--- config.mk ---
export PLATFORM = sky130hd
export DESIGN_NAME = accelerator_read_heads_parser
export DESIGN_NICKNAME = d
export VERILOG_FILES = /design/src/rtl/accelerator_dnc_pkg.sv /design/src/rtl/accelerator_fixed_clamp.sv /design/src/rtl/accelerator_read_heads_parser.sv
export SDC_FILE = /design/constraint.sdc
export NUM_CORES = 1
export LEC_CHECK = 0
export CORE_ASPECT_RATIO = 1.25
export CORE_MARGIN = 2
export CORE_UTILIZATION = 57
export DETAILED_ROUTE_END_ITERATION = 7
export HOLD_SLACK_MARGIN = 0.03
export PLACE_DENSITY = 0.87
export SLEW_MARGIN = 40
export SYNTH_ARGS = -nofsm -noshare
export SYNTH_HDL_FRONTEND = slang
export SYNTH_SLANG_ARGS = --single-unit
--- constraint.sdc ---
create_clock -name CLK -period 9.5 [get_ports CLK]
set_clock_uncertainty 0.05 [all_clocks]
set_input_delay 0.95 -clock CLK [delete_from_list [all_inputs] [get_ports CLK]]
set_output_delay 0.95 -clock CLK [all_outputs]
set_load 0.02 [all_outputs]
--- src/rtl/accelerator_dnc_pkg.sv ---
// Shared definitions for the DNC read-head interface parser.
// Contents:
//   parse_state_e - parser FSM states (IDLE, KEY, STRENGTH, GATE, MODE)
//   PI_WORDS      - read-mode words per head
//   ONE, ZERO     - Q32.32 fixed-point constants for the default word format
//   total_words() - number of interface words consumed for a given R'/W'
package accelerator_dnc_pkg;

    typedef enum logic [2:0] {
        IDLE     = 3'd0,
        KEY      = 3'd1,
        STRENGTH = 3'd2,
        GATE     = 3'd3,
        MODE     = 3'd4
    } parse_state_e;

    localparam int unsigned PI_WORDS = 32'd3;

    localparam logic signed [63:0] ONE  = 64'sh0000_0001_0000_0000;
    localparam logic signed [63:0] ZERO = 64'sd0;

    // Each head carries its key, one strength, one free gate and the mode words.
    function automatic logic [63:0] total_words(input logic [63:0] size_r,
                                                input logic [63:0] size_w);
        return size_r * (size_w + 64'(PI_WORDS) + 64'd2);
    endfunction

endpackage

--- src/rtl/accelerator_fixed_clamp.sv ---
// Signed fixed-point range limiter (purely combinational).
// Ports:
//   value   in  DATA_SIZE  signed input word
//   clamped out DATA_SIZE  value limited to [LO, HI], or to [LO, +inf) when HAS_HI = 0
module accelerator_fixed_clamp #(
    parameter int                          DATA_SIZE = 64,
    parameter logic signed [DATA_SIZE-1:0] LO        = '0,
    parameter logic signed [DATA_SIZE-1:0] HI        = '0,
    parameter bit                          HAS_HI    = 1'b1
) (
    input  logic signed [DATA_SIZE-1:0] value,
    output logic signed [DATA_SIZE-1:0] clamped
);

    // Lower bound first, then the optional upper bound.
    always_comb begin
        if (value < LO) begin
            clamped = LO;
        end else if (HAS_HI && (value > HI)) begin
            clamped = HI;
        end else begin
            clamped = value;
        end
    end

endmodule

--- src/rtl/accelerator_read_heads_parser.sv ---
// Demultiplexes the read-head section of the controller interface vector.
// Per head the serial stream holds W' key words, one strength, one free gate
// and PI_WORDS mode words; heads arrive in order 0..R'-1.
// Ports:
//   CLK, RST                         clock, synchronous active-high reset
//   START                            begin a parse (sampled in IDLE only)
//   READY / ERROR                    completion pulse / size-rejection pulse
//   SIZE_R_IN, SIZE_W_IN             heads in use (1..R), key length (1..W)
//   IFACE_IN_ENABLE, IFACE_IN        input word strobe and data
//   HEAD_OUT                         head index of the word being presented
//   K_OUT_I_ENABLE/K_ENABLE, K_OUT   key stream (I marks the first word)
//   BETA_OUT_ENABLE, BETA_OUT        strength, clamped to >= ONE
//   F_OUT_ENABLE, F_OUT              free gate, clamped to [0, ONE]
//   PI_OUT_I_ENABLE/P_ENABLE, PI_OUT mode stream (I marks the first word)
// All outputs are registered: a word accepted at edge n appears after edge n.
module accelerator_read_heads_parser
    import accelerator_dnc_pkg::*;
#(
    parameter int DATA_SIZE    = 64,
    parameter int CONTROL_SIZE = 64,
    parameter int FRACT_SIZE   = 32,
    parameter int R            = 4,
    parameter int W            = 64
) (
    input  logic                    CLK,
    input  logic                    RST,
    input  logic                    START,
    output logic                    READY,
    output logic                    ERROR,
    input  logic [CONTROL_SIZE-1:0] SIZE_R_IN,
    input  logic [CONTROL_SIZE-1:0] SIZE_W_IN,
    input  logic                    IFACE_IN_ENABLE,
    input  logic [DATA_SIZE-1:0]    IFACE_IN,
    output logic [CONTROL_SIZE-1:0] HEAD_OUT,
    output logic                    K_OUT_I_ENABLE,
    output logic                    K_OUT_K_ENABLE,
    output logic [DATA_SIZE-1:0]    K_OUT,
    output logic                    BETA_OUT_ENABLE,
    output logic [DATA_SIZE-1:0]    BETA_OUT,
    output logic                    F_OUT_ENABLE,
    output logic [DATA_SIZE-1:0]    F_OUT,
    output logic                    PI_OUT_I_ENABLE,
    output logic                    PI_OUT_P_ENABLE,
    output logic [DATA_SIZE-1:0]    PI_OUT
);

    localparam logic signed [DATA_SIZE-1:0] ONE_L  = {{(DATA_SIZE-1){1'b0}}, 1'b1} << FRACT_SIZE;
    localparam logic signed [DATA_SIZE-1:0] ZERO_L = DATA_SIZE'(ZERO);
    localparam logic [CONTROL_SIZE-1:0] CTRL_ZERO  = {CONTROL_SIZE{1'b0}};
    localparam logic [CONTROL_SIZE-1:0] CTRL_ONE   = {{(CONTROL_SIZE-1){1'b0}}, 1'b1};
    localparam logic [CONTROL_SIZE-1:0] PI_LAST    = CONTROL_SIZE'(PI_WORDS - 32'd1);

    parse_state_e state_r, state_s;
    logic [CONTROL_SIZE-1:0] head_r, head_s, word_r, word_s;
    logic [CONTROL_SIZE-1:0] size_r_r, size_r_s, size_w_r, size_w_s;

    logic sizes_ok_s, last_key_s, last_pi_s, last_head_s;
    logic signed [DATA_SIZE-1:0] iface_s, beta_clamped_s, f_clamped_s;

    logic ready_r, ready_s, error_r, error_s;
    logic [CONTROL_SIZE-1:0] head_out_r, head_out_s;
    logic k_i_r, k_i_s, k_k_r, k_k_s, beta_en_r, beta_en_s, f_en_r, f_en_s;
    logic pi_i_r, pi_i_s, pi_p_r, pi_p_s;
    logic [DATA_SIZE-1:0] k_r, k_s, beta_r, beta_s, f_r, f_s, pi_r, pi_s;

    assign iface_s     = IFACE_IN;
    assign sizes_ok_s  = (SIZE_R_IN != CTRL_ZERO) && (SIZE_R_IN <= CONTROL_SIZE'(R)) &&
                         (SIZE_W_IN != CTRL_ZERO) && (SIZE_W_IN <= CONTROL_SIZE'(W));
    // Group boundaries compare against the sizes latched at START only.
    assign last_key_s  = (word_r == (size_w_r - CTRL_ONE));
    assign last_pi_s   = (word_r == PI_LAST);
    assign last_head_s = (head_r == (size_r_r - CTRL_ONE));

    accelerator_fixed_clamp #(
        .DATA_SIZE(DATA_SIZE), .LO(ONE_L), .HI(ONE_L), .HAS_HI(1'b0)
    ) u_beta_clamp (
        .value(iface_s), .clamped(beta_clamped_s)
    );

    accelerator_fixed_clamp #(
        .DATA_SIZE(DATA_SIZE), .LO(ZERO_L), .HI(ONE_L), .HAS_HI(1'b1)
    ) u_f_clamp (
        .value(iface_s), .clamped(f_clamped_s)
    );

    // FSM state, counters and latched sizes.
    always_ff @(posedge CLK) begin
        if (RST) begin
            state_r  <= IDLE;
            head_r   <= CTRL_ZERO;
            word_r   <= CTRL_ZERO;
            size_r_r <= CTRL_ZERO;
            size_w_r <= CTRL_ZERO;
        end else begin
            state_r  <= state_s;
            head_r   <= head_s;
            word_r   <= word_s;
            size_r_r <= size_r_s;
            size_w_r <= size_w_s;
        end
    end

    // Next-state logic; every non-idle transition waits for an accepted word.
    always_comb begin
        state_s  = state_r;
        head_s   = head_r;
        word_s   = word_r;
        size_r_s = size_r_r;
        size_w_s = size_w_r;
        case (state_r)
            IDLE: begin
                if (START && sizes_ok_s) begin
                    size_r_s = SIZE_R_IN;
                    size_w_s = SIZE_W_IN;
                    head_s   = CTRL_ZERO;
                    word_s   = CTRL_ZERO;
                    state_s  = KEY;
                end else begin
                    state_s = IDLE;
                end
            end
            KEY: begin
                if (IFACE_IN_ENABLE && last_key_s) begin
                    word_s  = CTRL_ZERO;
                    state_s = STRENGTH;
                end else if (IFACE_IN_ENABLE) begin
                    word_s = word_r + CTRL_ONE;
                end else begin
                    word_s = word_r;
                end
            end
            STRENGTH: begin
                if (IFACE_IN_ENABLE) begin
                    state_s = GATE;
                end else begin
                    state_s = STRENGTH;
                end
            end
            GATE: begin
                if (IFACE_IN_ENABLE) begin
                    state_s = MODE;
                end else begin
                    state_s = GATE;
                end
            end
            MODE: begin
                if (IFACE_IN_ENABLE && last_pi_s) begin
                    word_s = CTRL_ZERO;
                    if (last_head_s) begin
                        state_s = IDLE;
                    end else begin
                        head_s  = head_r + CTRL_ONE;
                        state_s = KEY;
                    end
                end else if (IFACE_IN_ENABLE) begin
                    word_s = word_r + CTRL_ONE;
                end else begin
                    word_s = word_r;
                end
            end
            default: begin
                state_s = IDLE;
            end
        endcase
    end

    // Output decode: enables default low, data holds its last value.
    always_comb begin
        ready_s    = 1'b0;
        error_s    = 1'b0;
        head_out_s = head_out_r;
        k_i_s      = 1'b0;
        k_k_s      = 1'b0;
        k_s        = k_r;
        beta_en_s  = 1'b0;
        beta_s     = beta_r;
        f_en_s     = 1'b0;
        f_s        = f_r;
        pi_i_s     = 1'b0;
        pi_p_s     = 1'b0;
        pi_s       = pi_r;
        case (state_r)
            IDLE: begin
                if (START && !sizes_ok_s) begin
                    ready_s = 1'b1;
                    error_s = 1'b1;
                end else begin
                    ready_s = 1'b0;
                end
            end
            KEY: begin
                if (IFACE_IN_ENABLE) begin
                    head_out_s = head_r;
                    k_k_s      = 1'b1;
                    k_i_s      = (word_r == CTRL_ZERO);
                    k_s        = IFACE_IN;
                end else begin
                    k_k_s = 1'b0;
                end
            end
            STRENGTH: begin
                if (IFACE_IN_ENABLE) begin
                    head_out_s = head_r;
                    beta_en_s  = 1'b1;
                    beta_s     = beta_clamped_s;
                end else begin
                    beta_en_s = 1'b0;
                end
            end
            GATE: begin
                if (IFACE_IN_ENABLE) begin
                    head_out_s = head_r;
                    f_en_s     = 1'b1;
                    f_s        = f_clamped_s;
                end else begin
                    f_en_s = 1'b0;
                end
            end
            MODE: begin
                if (IFACE_IN_ENABLE) begin
                    head_out_s = head_r;
                    pi_p_s     = 1'b1;
                    pi_i_s     = (word_r == CTRL_ZERO);
                    pi_s       = IFACE_IN;
                    ready_s    = last_pi_s && last_head_s;
                end else begin
                    pi_p_s = 1'b0;
                end
            end
            default: begin
                ready_s = 1'b0;
            end
        endcase
    end

    // Output registers.
    always_ff @(posedge CLK) begin
        if (RST) begin
            ready_r    <= 1'b0;
            error_r    <= 1'b0;
            head_out_r <= CTRL_ZERO;
            k_i_r      <= 1'b0;
            k_k_r      <= 1'b0;
            k_r        <= {DATA_SIZE{1'b0}};
            beta_en_r  <= 1'b0;
            beta_r     <= {DATA_SIZE{1'b0}};
            f_en_r     <= 1'b0;
            f_r        <= {DATA_SIZE{1'b0}};
            pi_i_r     <= 1'b0;
            pi_p_r     <= 1'b0;
            pi_r       <= {DATA_SIZE{1'b0}};
        end else begin
            ready_r    <= ready_s;
            error_r    <= error_s;
            head_out_r <= head_out_s;
            k_i_r      <= k_i_s;
            k_k_r      <= k_k_s;
            k_r        <= k_s;
            beta_en_r  <= beta_en_s;
            beta_r     <= beta_s;
            f_en_r     <= f_en_s;
            f_r        <= f_s;
            pi_i_r     <= pi_i_s;
            pi_p_r     <= pi_p_s;
            pi_r       <= pi_s;
        end
    end

    assign READY           = ready_r;
    assign ERROR           = error_r;
    assign HEAD_OUT        = head_out_r;
    assign K_OUT_I_ENABLE  = k_i_r;
    assign K_OUT_K_ENABLE  = k_k_r;
    assign K_OUT           = k_r;
    assign BETA_OUT_ENABLE = beta_en_r;
    assign BETA_OUT        = beta_r;
    assign F_OUT_ENABLE    = f_en_r;
    assign F_OUT           = f_r;
    assign PI_OUT_I_ENABLE = pi_i_r;
    assign PI_OUT_P_ENABLE = pi_p_r;
    assign PI_OUT          = pi_r;

endmodule

==> impl_results.md, run 1 <==
- Die ar.: 49690 sq um
- Worst Setup End Kind: register
- Row count: 89
- Via count: 27370
- # Post-CTS Setup Buffers: 0
- Synth Warn #: 0
- Initial antenna violation count: 9
- I/O Pins: 524
- Synth-to-Final Area Change: 27.20%
- Synth Net Count: 3556
- VDD IR max: 0.1890 mV
- Post-synth cell types: 88
- Most numerous cell in the Yosys netlist: nand2_1
- Area of the multi-input gates: 14610 sq um
- Gr usage total: 39.37%
- Hold Fails Final Rpt: 0
- Post-synth ARST share: 0%
- Routed wl met3: 10870 um
- Worst r2r src: size_w_r[0]
- Worst Max-Slew Pin Slew: 0.9339 ns
- Sw Ratio: 21.81%
- First-pass GRT wire length: 152300 um
- Met1 Wirelength: 39630 um
- Bufs on Longest Clock Path: 3
- Status: complete, no violations
- Cell taking the most area after synthesis: dfxtp_1
- Clock Tree Root: clkbuf_16
- Top sig layer: met5
- Slew margin rel.: 37.16%
- Mapped cell area: 27310 sq um
- WL met2: 45110 um
- Crit path cell chain: inv_1, ha_1, nor2b_1, nand4_1, nor3_1, nand3_1, xnor2_1, or4b_1, nor4_1, nand4_1, a22o_2, buf_4, nand2_1, o21ai_0
- Hold path start: PI_OUT[61]
- Max Cap Violations: 0
- Largest stage delay, worst path: 0.73 ns
- Power Dens Cells: 145.3 nW/um^2
- Layout cells sized above 1: 5.147%
- Register area: 11730 sq um
- GP Congestion: 0.9999
- Setup TNS: 0 ns
- Fin Hold WS: 0.4026 ns
- P_sw: 1101 uW
- Max Clk Rate: 0.1917 GHz
- Top_reg_cell synth: dfxtp_1
- LEAKAGE: 0.01266 uW
- # resized after CTS: 0
- CP arrival: 5.65 ns
- EDFF count, synth: 0
- Wirelength per Cell: 22.70 um
- Routed WL: 100300 um
- Filler Cells Inserted: 3586
- Number of global-route vias before repair: 25650
- Hold WC Path Type: reg2reg
- HPWL after detailed placement: 72390 um
- Int Pwr: 3947 uW
- Period utilization: 54.90%
- DR pass1 iterations: 6
- Initial DRC count: 2657
- H-tree levels: 2
- Post-synth top cells: 598 x nand2_1, 586 x dfxtp_1, 251 x a21oi_1, 238 x nor2_1, 195 x clkbuf_1
- Endpoints failing setup: 0
- Crit-path most repeated cell: nand4_1
- # clock sinks: 586
- Share of power burned in registers: 48.7%
- WP data required: 9.93 ns
- Clock power share: 47.6%
- #FFs+latches synth: 586
- CTS Buf Count: 55
- Hold Buf Count CTS: 0
- Final ANT Viol Nets: 0
- Clock Latency Late Sink: 0.63 ns
- Core area: 47220 sq um
- Slew Limit Fails: 0
- Cells after Synth: 3353
- Worst setup path start: size_w_r[0]
- Drt via density: 6.199
- Slowest-stage cell, CP: nor3_1
- Placed cell area: 32700 sq um
- Power Total: 5049 uW
- Initial core utilization: 57.84%
- # nets final: 3928
- Critical path class: reg2reg
- Pin count of the biggest net entering global routing: 131
- Share of Yosys cell area claimed by the top area cell type: 42.95%
- Total gr overflow: 0
- # DRC: 0
- RSZ-0062 raised after global routing: false
- Sequential share of the synthesized area: 42.95%
- Final min period: 5.216 ns
- CP startpoint kind: register
- Buffers on Ports: 522
- Worst-path fanout max: 40
- Logic pwr share: 3.7%
- CTS tree: done
- Largest cells by area after synthesis: dfxtp_1 43%, nand2_1 8.2%, a21oi_1 4.6%
- Synth Area per Inst: 8.145 sq um
- Die width: 199.8 um
- Clk pin slew, worst setup/hold paths: 0.06 ns
- Die Span Y: 248.7 um
- Final Cell Area: 34740 sq um
## power by group through the flow
stage	clock network (uW)	registers [uW]	logic (uW)
detailed placement	0	2510	184
global placement	0	2510	182
global route	2510	2460	196
finish	2400	2460	189
CTS	2410	2460	185
floorplan	0	2510	50.3
## routing by layer
layer,up-vias,global-route usage [%]
met5,-,0
met4,2,18.35
met3,280,11.31
met2,1481,60.36
met1,13030,50.98
li1,12580,-
## state kept, by name, indices dropped and copies added, names as in the netlist, 3 cells and up
name	count
K_OUT	64
state_r	3
PI_OUT	64
F_OUT	63
size_w_r	64
word_r	64
head_r	64
HEAD_OUT	64
BETA_OUT	64
size_r_r	64
## placed cells by master, fill, tap and decap left out, drive strengths merged, types with 17 or more instances in the layout
cell / synthesis / routed
nor2: 238 / 238
and3: 40 / 40
o21ai: 56 / 56
a22o: 74 / 74
nand2: 599 / 599
nand3: 96 / 96
or3: 48 / 48
clkdlybuf4s50: 0 / 521
o211ai: 21 / 21
xor2: 70 / 70
or2: 18 / 18
buf: 38 / 27
and4: 17 / 17
mux2i: 27 / 27
clkbuf: 195 / 82
and2: 131 / 131
nor4: 161 / 161
nand3b: 17 / 17
or4: 29 / 29
a31oi: 32 / 32
a22oi: 65 / 65
dfxtp: 586 / 586
nand4: 79 / 79
xnor2: 143 / 143
a21oi: 252 / 252
inv: 41 / 42
nor3: 100 / 100
## per-stage QoR
step                util [%]  cells  worst slack (ns)
finish                 73.58   4416             4.284
global route           73.56   4413             3.994
global placement       69.24   4304             4.323
detailed placement     69.25   4304             4.191
floorplan                  -   3353             5.768
CTS                    73.43   4405             4.443
## critical path, delay by kind of cell (launching register included)
kind	cells	cell delay, ns
compound gates	2	0.76
xor+xnor	1	0.17
flops	1	0.37
buf+inv	2	0.44
fa+ha+maj	1	0.25
simple gates	8	3.01
## path summary, 6_finish.rpt
path / endpoint / slack [ns] / cells past startpoint
worst max-delay path: word_r[62] / 4.28 / 14
worst min-delay path: PI_OUT[61] / 0.40 / 2
worst max register to register: word_r[62] / 4.28 / 14
worst min register to register: PI_OUT[61] / 0.40 / 2
## cell type report
class	count	area share (%)
multi-input cells	2492	42.04
flip-flops and latches	586	33.77
repair buffers	548	15.70
clock buffers	82	4.689
well taps	637	2.294
clock inverters	19	0.9868
inverters	42	0.4538
diodes	10	0.07203
## cell families (layout without fill, tap and decap cells)
logic type | count (synthesis) | in the layout | synth area share [%]
fa+ha+maj | 7 | 7 | 0.3207
flops | 586 | 586 | 42.95
mux | 32 | 32 | 1.196
other cells | 1 | 11 | 0.01373
buf+inv | 275 | 691 | 3.963
xor+xnor | 215 | 215 | 6.996
compound gates | 597 | 597 | 14.10
simple gates | 1640 | 1640 | 30.46
Power figures use the tool's default switching activity.
==> run 2: changes to the inputs <==
--- a/config.mk
+++ b/config.mk
@@ -7,10 +7,10 @@
 export LEC_CHECK = 0
 export CORE_ASPECT_RATIO = 1.25
 export CORE_MARGIN = 2
-export CORE_UTILIZATION = 57
+export CORE_UTILIZATION = 47
 export DETAILED_ROUTE_END_ITERATION = 7
 export HOLD_SLACK_MARGIN = 0.03
-export PLACE_DENSITY = 0.87
+export PLACE_DENSITY = 0.76
 export SLEW_MARGIN = 40
 export SYNTH_ARGS = -nofsm -noshare
 export SYNTH_HDL_FRONTEND = slang
==> constraint.sdc (replaced) <==
create_clock -name CLK -period 4.5 [get_ports CLK]
set_clock_uncertainty 0.05 [all_clocks]
set_input_delay 0.45 -clock CLK [delete_from_list [all_inputs] [get_ports CLK]]
set_output_delay 0.45 -clock CLK [all_outputs]
set_load 0.02 [all_outputs]
==> run 2 against run 1 <==
Power rose by 120%. Non-clock buffer count rose by 94. Global-route usage fell by 6.2 points. Worst hold slack got worse by 0.16 ns. Via count fell by 0.52%. Sequential share of layout area fell by 1.1 points. Critical path depth fell by 1. Cell area rose by 3.4%. Clock power rose by 130%. Register-to-register slack got worse by 4.0 ns. Critical endpoint is now head_r[48].
==> impl_results.md, run 2 (synthesized netlist as in run 1, its figures left out) <==
- Status: complete, no violations
- Clock Tree Root: clkbuf_16
- Number of global-route vias before repair: 25410
- GP Congestion: 0.9767
- VDD IR max: 0.3576 mV
- Power Dens Cells: 308.5 nW/um^2
- LEAKAGE: 0.01327 uW
- Slew margin rel.: 42.78%
- Worst Max-Slew Pin Slew: 0.8583 ns
- Pin count of the biggest net entering global routing: 95
- Setup TNS: 0 ns
- Hold Fails Final Rpt: 0
- H-tree levels: 2
- Antenna cells: 0
- Sw Ratio: 21.76%
- P_sw: 2412 uW
- WP data required: 5.00 ns
- Row count: 98
- Hold WC Path Type: in2reg
- Largest stage delay, worst path: 0.60 ns
- Final min period: 4.250 ns
- Endpoints failing setup: 0
- Layout cells sized above 1: 7.676%
- DR pass1 iterations: 6
- I/O Pins: 524
- Total gr overflow: 0
- # clock sinks: 586
- Synth-to-Final Area Change: 31.53%
- Most common cell after layout, fill and taps aside: nand2_1
- Final non-filler cell total: 4619
- Die ar.: 60070 sq um
- Worst-path fanout max: 10
- CTS tree: done
- Critical path class: reg2reg
- Die Span Y: 273.5 um
- # nets final: 4025
- Int Pwr: 8670 uW
- Bufs on Longest Clock Path: 3
- Initial antenna violation count: 2
- Logic pwr share: 3.8%
- Drt via density: 5.895
- Crit path cell chain: or4_4, or4_4, nor4_4, buf_4, and3_1, o211ai_1, a211o_1, or4b_1, or2_1, a21oi_2, buf_4, nand3b_1, mux2i_1
- Clock Latency Late Sink: 0.65 ns
- Via count: 27230
- Commonest cells after routing, fill and taps aside: 595 x nand2_1, 586 x dfxtp_1, 521 x clkdlybuf4s50_1
- CP startpoint kind: register
- Slowest-stage cell, CP: or4_4
- Max Clk Rate: 0.2353 GHz
- Inst Count DP: 4507
- HPWL after detailed placement: 76710 um
- Slew Limit Fails: 0
- Final ANT Viol Nets: 0
- CP delay by family, top: simple AND/OR/NAND/NOR gates
- CP arrival: 4.75 ns
- Final core utilization: 62.60%
- Share of power burned in registers: 46.8%
- Clock power share: 49.4%
- RSZ-0062 raised after global routing: false
- Worst Setup End Kind: register
- Die width: 219.6 um
- CTS Buf Count: 58
- Core area: 57390 sq um
- Gr usage total: 33.14%
- Worst path bufs/invs: 2
- Initial DRC count: 2289
- Power Total: 11080 uW
- Wirelength per Cell: 22.42 um
- # DRC: 0
- Buffers on Ports: 522
- Period utilization: 94.45%
- First-pass GRT wire length: 154800 um
- Max Cap Violations: 0
- Routed WL: 103500 um
- Initial core utilization: 47.59%
- Clk pin slew, worst setup/hold paths: 0.07 ns
-- run 2: changes by cell type in the layout (fill, tap and decap cells not counted), moves of 4 or more --
cell | before | now
bufinv_16 | 8 | 13
buf_4 | 21 | 102
diode_2 | 10 | 0
buf_12 | 1 | 12
clkinv_2 | 6 | 10
-- run 2: final timing paths --
kind / from / to / slack (ns) / depth (start not counted)
max: size_r_r[7] / head_r[48] / 0.25 / 13
max reg2reg: size_r_r[7] / head_r[48] / 0.25 / 13
min: RST / PI_OUT[7] / 0.25 / 2
min reg2reg: PI_OUT[18] / PI_OUT[18] / 0.40 / 2
-- run 2: timing repair --
action / 4_1_cts / 5_1_grt
gates resized for setup: 0 / 3
buffers inserted: 0 / 3
hold buffers: 0 / 0
setup endpoints to repair: 0 / 25
-- run 2: layer usage --
layer | track usage, % | routed length [um]
met3 | 8.522 | 9239
met2 | 53.10 | 47330
met1 | 42.90 | 42720
met5 | 0 | 29
met4 | 12.29 | 4216
-- run 2: cell type report --
type	instances	area, sq um
well taps	750	938.4
flip-flops and latches	586	11730
fillers	4964	21460
multi-input cells	2492	14620
inverters	42	157.7
clock inverters	29	521.8
repair buffers	642	6331
clock buffers	78	1627
-- run 2: per-stage QoR --
stage	hold slack, ns	setup WS (ns)	instance area, sq um
2_1_floorplan	0.4001	0.7682	27310
3_3_place_gp	0.3903	0.2964	33620
3_5_place_dp	0.3953	0.2822	33670
4_1_cts	0.2321	0.2633	35820
5_1_grt	0.2655	0.004430	35920
6_report	0.2473	0.2500	35920
-- run 2: power by group through the flow --
stage / registers, uW / clock network, uW / logic [uW]
after floorplan: 5300 / 0 / 106
after global placement: 5300 / 0 / 405
after detailed placement: 5300 / 0 / 409
after CTS: 5190 / 5540 / 411
after global routing: 5180 / 5710 / 437
final: 5190 / 5470 / 420
